`config.mk`:
```
export PLATFORM = sky130hd
export DESIGN_NAME = power_frame_ctrl
export DESIGN_NICKNAME = d
export VERILOG_FILES = /design/src/rtl/lau_pkg.sv /design/src/rtl/power_frame_ctrl_fifo.sv /design/src/rtl/power_frame_ctrl.sv
export SDC_FILE = /design/constraint.sdc
export NUM_CORES = 1
export LEC_CHECK = 0
export ABC_AREA = 1
export BUFFER_PORTS_ARGS = -buffer_cell sky130_fd_sc_hd__buf_2
export CAP_MARGIN = 5
export CORE_MARGIN = 8
export CORE_UTILIZATION = 58
export CTS_BUF_LIST = sky130_fd_sc_hd__clkbuf_4 sky130_fd_sc_hd__clkbuf_8
export CTS_CLUSTER_DIAMETER = 60
export DETAILED_ROUTE_END_ITERATION = 6
export PLACE_DENSITY_LB_ADDON = 0.1
export SETUP_SLACK_MARGIN = 0.02
export SYNTH_ARGS = -nofsm -noshare
export SYNTH_HDL_FRONTEND = slang
export SYNTH_HIERARCHICAL = 1
export SYNTH_SLANG_ARGS = --single-unit
export TNS_END_PERCENT = 30
```
`constraint.sdc`:
```
create_clock -name clk -period 4.34 [get_ports clk]
set_input_delay 0.868 -clock clk [delete_from_list [all_inputs] [get_ports clk]]
set_output_delay 0.868 -clock clk [all_outputs]
set_load 0.05 [all_outputs]
```
`src/rtl/lau_pkg.sv`:
```
// Shared types for the Log-Mel power stage: controller states, the buffered
// power beat and the kept-bin count helper.
package lau_pkg;

   typedef enum logic [1:0] {IDLE, KEEP, DROP} state_t;

   localparam int DEF_PW = 32;
   localparam int DEF_BW = 9;

   // Default-width beat; modules with overridden widths declare a matching local type.
   typedef struct packed {
      logic [DEF_PW-1:0] power;
      logic [DEF_BW-1:0] bin;
      logic              sof;
      logic              eof;
   } pwr_beat_t;

   function automatic int nbins(input int fft_size);
      return fft_size / 2 + 1;
   endfunction

endpackage

```
`src/rtl/power_frame_ctrl_fifo.sv`:
```
// Synchronous FIFO of power beats with occupancy count; pop on empty is ignored.
module power_fifo
   import lau_pkg::*;
#(
   parameter type T      = pwr_beat_t,
   parameter int  DEPTH  = 4,
   localparam int AW     = $clog2(DEPTH)
)(
   input  logic    clk,
   input  logic    rst,
   input  logic    push,
   input  T        wdata,
   input  logic    pop,
   output T        rdata,
   output logic    empty,
   output logic [AW:0] count
);

   T              mem_q [DEPTH];
   T              mem_d [DEPTH];
   logic [AW-1:0] wr_ptr_q, wr_ptr_d, rd_ptr_q, rd_ptr_d;
   logic [AW:0]   count_q, count_d;
   logic          do_pop;

   always_comb begin
      mem_d    = mem_q;
      wr_ptr_d = wr_ptr_q;
      rd_ptr_d = rd_ptr_q;
      count_d  = count_q;
      do_pop   = pop && (count_q != '0);
      if (push) begin
         mem_d[wr_ptr_q] = wdata;
         wr_ptr_d        = wr_ptr_q + 1'b1;
      end
      if (do_pop) rd_ptr_d = rd_ptr_q + 1'b1;
      if (push && !do_pop)      count_d = count_q + 1'b1;
      else if (!push && do_pop) count_d = count_q - 1'b1;
   end

   always_ff @(posedge clk) begin
      if (rst) begin
         for (int unsigned i = 0; i < DEPTH; i++) mem_q[i] <= '0;
         wr_ptr_q <= '0;
         rd_ptr_q <= '0;
         count_q  <= '0;
      end else begin
         mem_q    <= mem_d;
         wr_ptr_q <= wr_ptr_d;
         rd_ptr_q <= rd_ptr_d;
         count_q  <= count_d;
      end
   end

   assign rdata = mem_q[rd_ptr_q];
   assign empty = (count_q == '0);
   assign count = count_q;

   push_on_full: assert property (@(posedge clk) disable iff (rst)
      !(push && count_q == (AW+1)'(DEPTH)));

endmodule

```
`src/rtl/power_frame_ctrl.sv`:
```
// Frame sequencer feeding power_calc: keeps bins 0..FFT_SIZE/2, drops mirrored
// bins, and buffers tagged power results in a credit-managed FIFO.
module power_frame_ctrl
   import lau_pkg::*;
#(
   parameter int  IW         = 18,
   parameter int  SHIFT      = 6,
   parameter int  PW         = 2*IW-SHIFT+2,
   parameter int  FFT_SIZE   = 512,
   parameter int  FIFO_DEPTH = 4,
   localparam int NBINS      = nbins(FFT_SIZE),
   localparam int BW         = $clog2(NBINS)
)(
   input  logic            clk,
   input  logic            rst,
   input  logic            enable_il,
   input  logic [2*IW-1:0] fft_data_il,
   input  logic            fft_sof_il,
   input  logic            fft_valid_il,
   output logic            fft_ready_ol,
   output logic [IW-1:0]   pc_real_ol,
   output logic [IW-1:0]   pc_imag_ol,
   output logic            pc_valid_ol,
   input  logic [PW-1:0]   pc_power_il,
   input  logic            pc_valid_il,
   output logic [PW-1:0]   power_ol,
   output logic [BW-1:0]   bin_ol,
   output logic            sof_ol,
   output logic            eof_ol,
   output logic            valid_ol,
   input  logic            ready_il,
   output logic [15:0]     frame_cnt_ol,
   output logic            err_ol
);

   localparam int            FAW       = $clog2(FIFO_DEPTH);
   localparam logic [BW-1:0] LAST_KEEP = BW'(NBINS-1);
   localparam logic [BW-1:0] LAST_BIN  = BW'(FFT_SIZE-1);

   typedef struct packed {
      logic [PW-1:0] power;
      logic [BW-1:0] bin;
      logic          sof;
      logic          eof;
   } beat_t;

   state_t        state_q, state_d;
   logic [BW-1:0] bin_q, bin_d, pc_bin_q, pc_bin_d;
   logic [15:0]   frame_cnt_q, frame_cnt_d;
   logic          err_q, err_d;
   logic [IW-1:0] pc_real_q, pc_real_d, pc_imag_q, pc_imag_d;
   logic          pc_valid_q, pc_valid_d, pcv_dly_q, pcv_dly_d;
   logic          credit, accept, resync, keep, keep_first;
   logic [FAW:0]  fifo_count;
   logic          fifo_empty;
   beat_t         push_beat, head;

   assign credit = (int'(fifo_count) + int'(pc_valid_q)) < FIFO_DEPTH;

   always_comb begin
      state_d     = state_q;
      bin_d       = bin_q;
      frame_cnt_d = frame_cnt_q;
      err_d       = err_q;
      pc_real_d   = pc_real_q;
      pc_imag_d   = pc_imag_q;
      pc_bin_d    = pc_bin_q;
      pcv_dly_d   = pc_valid_q;
      keep        = 1'b0;
      keep_first  = 1'b0;

      case (state_q)
         IDLE:    fft_ready_ol = enable_il && credit;
         KEEP:    fft_ready_ol = credit;
         default: fft_ready_ol = 1'b1;
      endcase
      accept = fft_valid_il && fft_ready_ol;
      resync = fft_sof_il && (bin_q != '0);

      if (accept) begin
         case (state_q)
            IDLE: begin
               if (fft_sof_il) begin
                  keep       = 1'b1;
                  keep_first = 1'b1;
                  bin_d      = BW'(1);
                  state_d    = KEEP;
               end else begin
                  err_d = 1'b1;
               end
            end
            KEEP: begin
               keep = 1'b1;
               if (resync) begin
                  err_d      = 1'b1;
                  keep_first = 1'b1;
                  bin_d      = BW'(1);
               end else begin
                  bin_d = bin_q + 1'b1;
                  if (bin_q == LAST_KEEP) state_d = DROP;
               end
            end
            DROP: begin
               if (resync) begin
                  err_d = 1'b1;
                  // DROP accepts without credit, so a resync beat that cannot be
                  // buffered is discarded and the stream waits in IDLE for the next sof.
                  if (credit) begin
                     keep       = 1'b1;
                     keep_first = 1'b1;
                     bin_d      = BW'(1);
                     state_d    = KEEP;
                  end else begin
                     bin_d   = '0;
                     state_d = IDLE;
                  end
               end else if (bin_q == LAST_BIN) begin
                  frame_cnt_d = frame_cnt_q + 16'd1;
                  bin_d       = '0;
                  state_d     = enable_il ? KEEP : IDLE;
               end else begin
                  bin_d = bin_q + 1'b1;
               end
            end
            default: state_d = IDLE;
         endcase
      end

      pc_valid_d = keep;
      if (keep) begin
         pc_real_d = fft_data_il[2*IW-1:IW];
         pc_imag_d = fft_data_il[IW-1:0];
         pc_bin_d  = keep_first ? '0 : bin_q;
      end

      if (pc_valid_il != pcv_dly_q) err_d = 1'b1;

      push_beat.power = pc_power_il;
      push_beat.bin   = pc_bin_q;
      push_beat.sof   = (pc_bin_q == '0);
      push_beat.eof   = (pc_bin_q == LAST_KEEP);
   end

   always_ff @(posedge clk) begin
      if (rst) begin
         state_q     <= IDLE;
         bin_q       <= '0;
         frame_cnt_q <= '0;
         err_q       <= 1'b0;
         pc_real_q   <= '0;
         pc_imag_q   <= '0;
         pc_bin_q    <= '0;
         pc_valid_q  <= 1'b0;
         pcv_dly_q   <= 1'b0;
      end else begin
         state_q     <= state_d;
         bin_q       <= bin_d;
         frame_cnt_q <= frame_cnt_d;
         err_q       <= err_d;
         pc_real_q   <= pc_real_d;
         pc_imag_q   <= pc_imag_d;
         pc_bin_q    <= pc_bin_d;
         pc_valid_q  <= pc_valid_d;
         pcv_dly_q   <= pcv_dly_d;
      end
   end

   power_fifo #(
      .T     (beat_t),
      .DEPTH (FIFO_DEPTH)
   ) u_fifo (
      .clk   (clk),
      .rst   (rst),
      .push  (pc_valid_q),
      .wdata (push_beat),
      .pop   (ready_il),
      .rdata (head),
      .empty (fifo_empty),
      .count (fifo_count)
   );

   assign pc_real_ol   = pc_real_q;
   assign pc_imag_ol   = pc_imag_q;
   assign pc_valid_ol  = pc_valid_q;
   assign valid_ol     = !fifo_empty;
   assign power_ol     = head.power;
   assign bin_ol       = head.bin;
   assign sof_ol       = head.sof;
   assign eof_ol       = head.eof;
   assign frame_cnt_ol = frame_cnt_q;
   assign err_ol       = err_q;

endmodule

```
==> summary.txt <==
Setup path
  • Worst-path maximum fanout: 88
  • Crit. End Element: output pin
  • Arrival @ worst endpoint: 2460 ps
  • Critical-path cell list: buf_4 > o21ai_0 > o22ai_1 > buf_2
  • Required time worst endpoint: 3470 ps
  • Critical path class: reg -> out
  • Worst Setup Start Kind: register
  • CP peak stage delay: 720 ps
  • Critical-path top delay cell: buf_4

Pwr
  • Net switching power figure: about 3400 uW
  • Total power: 8000 uW
  • Part of the power in registers: 0.339
  • Maximum vdd ir drop: 0.527 mV
  • Cell internal pwr: 4590 uW
  • Static leakage: 0.00534 uW
  • Clock group share of total power: 0.271
  • Sw Ratio: 0.426
  • Comb power frac: 0.390
  • Pwr per Cell Area: 631 mW/mm^2

Placement
  • IO Port Bufs: between 150 and 200
  • Placer Congestion: 0.833
  • Placed wire-length estimate: 16600 microns
  • # placed instances: 1852

Worst hold path
  • Kind of path behind the tightest hold check: reg -> reg

Status
  • Status: finished, final reports clean

GRT
  • Vias in the first global route: 9629
  • Largest net degree at the start of global routing: 143
  • Antenna violations before repair: 1
  • Total track usage: 0.234
  • First-pass GRT wire length: 47100 microns
  • Total gr overflow: 0

Timing
  • Final setup fails: 0
  • Total count of hold-check failures in the final report: 0
  • Worst Clk Skew: roughly 15 ps
  • Fmax: 300 MHz
  • Unrepaired setup endpoints after global routing: no
  • Relative slew slack: 0.206
  • Slew @ Worst Pin: about 1200 ps
  • Final worst-path cycle share: 0.768
  • Tmin final: approximately 3300 ps
  • Max-slew violation count: 0
  • Setup TNS: 0 ps

Die
  • Die span in x: between 150 and 200 microns
  • Die Height: 155 microns
  • Die Footprint: between 0.02 and 0.025 sq mm
  • IO Pins: 174
  • Num rows: 50
  • Core area: 0.0188 sq mm
  • Initial Util: 0.595

CTS
  • Latest clock arrival within the worst-skew pair: 530 ps
  • Num CTS Buffers: 42
  • H-Tree Depth: 2
  • Bufs on Longest Clock Path: 3
  • Sinks on Clock Net: between 200 and 300
  • Hold-fix buffer count after cts: 0
  • CTS tree: built
  • Clk slew on worst S/H paths: 60 ps
  • Setup bufs post-CTS: 0
  • Resized Gates After CTS: 0
  • Clock root buffer: clkbuf_8

Yosys
  • Sequential cell area fraction in the yosys report: 0.456
  • FF+latch count, synth: 254
  • Synth Area in Compound Gates: 0.183
  • Largest family of logic cells by synthesized area: simple AND/OR/NAND/NOR gates
  • Post-Synth Simple-Gate Area: 0.261
  • Multiplexer area fraction after synthesis: 0
  • Post-Syn Area: 0.0112 sq mm
  • Syn Inst Count: 1532
  • Post-synthesis area per instance: between 7 and 8 sq um
  • Yosys warns: 6
  • Adder-cell share of the synthesized area: 0.0164
  • Xor and xnor area share after synthesis: 0.00706
  • Synth cell types: 38
  • Synth Net Count: 1621

Routing
  • Final WL: 29000 microns
  • DRT iter0 DRCs: around 600
  • ANT nets after route: 0
  • Drc violations: 0
  • Drt wl/cell: 15.0 microns
  • Drt first pass iters: 5
  • Via count: 10300
  • Vias/cell: 5.37

Layout
  • Share of cells above drive strength 1: 0.197
  • Most frequent cells in the layout: nor2_1 (523), o21ai_0 (281), dfxtp_1 (253), buf_2 (173), nand2_1 (80)
  • Area grow syn2layout: 13.6%
  • # diodes: 0
  • Post-Layout Cell Count: 1926
  • Commonest non-fill, non-tap cell in the layout: nor2_1
  • Filler Cells Inserted: 1726
  • Fin nets: 1751

Job
  • Max-Cap Viols: 0
==> critical path, delay by kind of cell (launching register included) <==
family,cells,cell delay [ps]
flops,1,330
buf+inv,2,1050
compound gates,2,520
==> cell usage after synthesis, drive strengths merged <==
master | instances | area share
nor2 | 567 | 0.20
o21ai | 317 | 0.14
dfxtp | 254 | 0.46
nand2 | 89 | 0.035
inv | 61 | 0.022
buf | 48 | 0.039
clkbuf | 48 | 0.016
o22ai | 43 | 0.024
nand3 | 33 | 0.016
a21oi | 29 | 0.013
ha | 13 | 0.015
nor3 | 8 | 0.0036
xor2 | 5 | 0.0039
xnor2 | 4 | 0.0031
nand4 | 3 | 0.0017
nand3b | 2 | 0.0013
o21a | 2 | 0.0013
or4 | 2 | 0.0013
fa | 1 | 0.0018
o2111ai | 1 | 0.00079
o211ai | 1 | 0.0011
or2 | 1 | 0.00056
==> layer usage <==
layer / global-route usage / wire length (microns) / vias to the layer above
li1: - / - / 5253
met3: 0.0546 / 2270 / 31
met5: 0 / 10 / -
met4: 0.0593 / 371 / 2
met1: 0.287 / 12500 / 4724
met2: 0.407 / 13800 / 338
==> power by group through the flow <==
| stage | logic (uW) | registers [uW] | clock network, uW |
|---|---|---|---|
| final | 3120 | 2710 | 2170 |
| after CTS | 3130 | 2710 | 2210 |
| after global routing | 3370 | 2740 | 2330 |
| after floorplan | 2210 | 3040 | 0 |
| after global placement | 3110 | 2750 | 0 |
| after detailed placement | 3120 | 2760 | 0 |
==> sequential cells by signal (all words and copies together) (netlist names) <==
signal,count
pc_bin_q,9
pcv_dly_q,1
bin_q,9
frame_cnt_ol,16
pc_real_ol,18
pc_imag_ol,18
u_fifo/mem_q,172
u_fifo/rd_ptr_q,2
pc_valid_ol,1
u_fifo/wr_ptr_q,2
err_ol,1
state_q,2
u_fifo/count,3
==> cell type report <==
cell class	count	area [sq um]	area share
Clock inverter	2	10.0	0.000790
Clock buffer	72	878	0.0693
Multi-Input combinational cell	1121	5220	0.412
Tap cell	234	293	0.0231
Sequential cell	254	5090	0.401
Inverter	61	243	0.0191
Timing Repair Buffer	182	946	0.0746
==> path summary, 6_finish.rpt <==
path | cells after the start | slack [ps] | endpoint | start
worst max-delay path | 4 | 1010 | bin_ol[6] | u_fifo/rd_ptr_q[0]
worst min-delay path | 2 | 470 | u_fifo/mem_q[54] | u_fifo/mem_q[54]
worst max register to register | 15 | 2040 | frame_cnt_ol[4] | bin_q[0]
worst min register to register | 2 | 470 | u_fifo/mem_q[54] | u_fifo/mem_q[54]
==> metrics by stage <==
| stage | utilization | instance area [sq um] | hold WS (ps) | setup slack (ps) |
|---|---|---|---|---|
| global placement | 0.628 | 11800 | 457 | 1490 |
| finish | 0.675 | 12700 | 475 | 1010 |
| global route | 0.675 | 12700 | 501 | 901 |
| CTS | 0.675 | 12700 | 479 | 1060 |
| floorplan | - | 11200 | 449 | 1850 |
| detailed placement | 0.628 | 11800 | 466 | 1430 |
==> cells by family after synthesis <==
family	Yosys count
fa+ha+maj	14
simple gates	705
xor+xnor	9
buf+inv	157
flops	254
compound gates	393
Power figures use the tool's default switching activity.
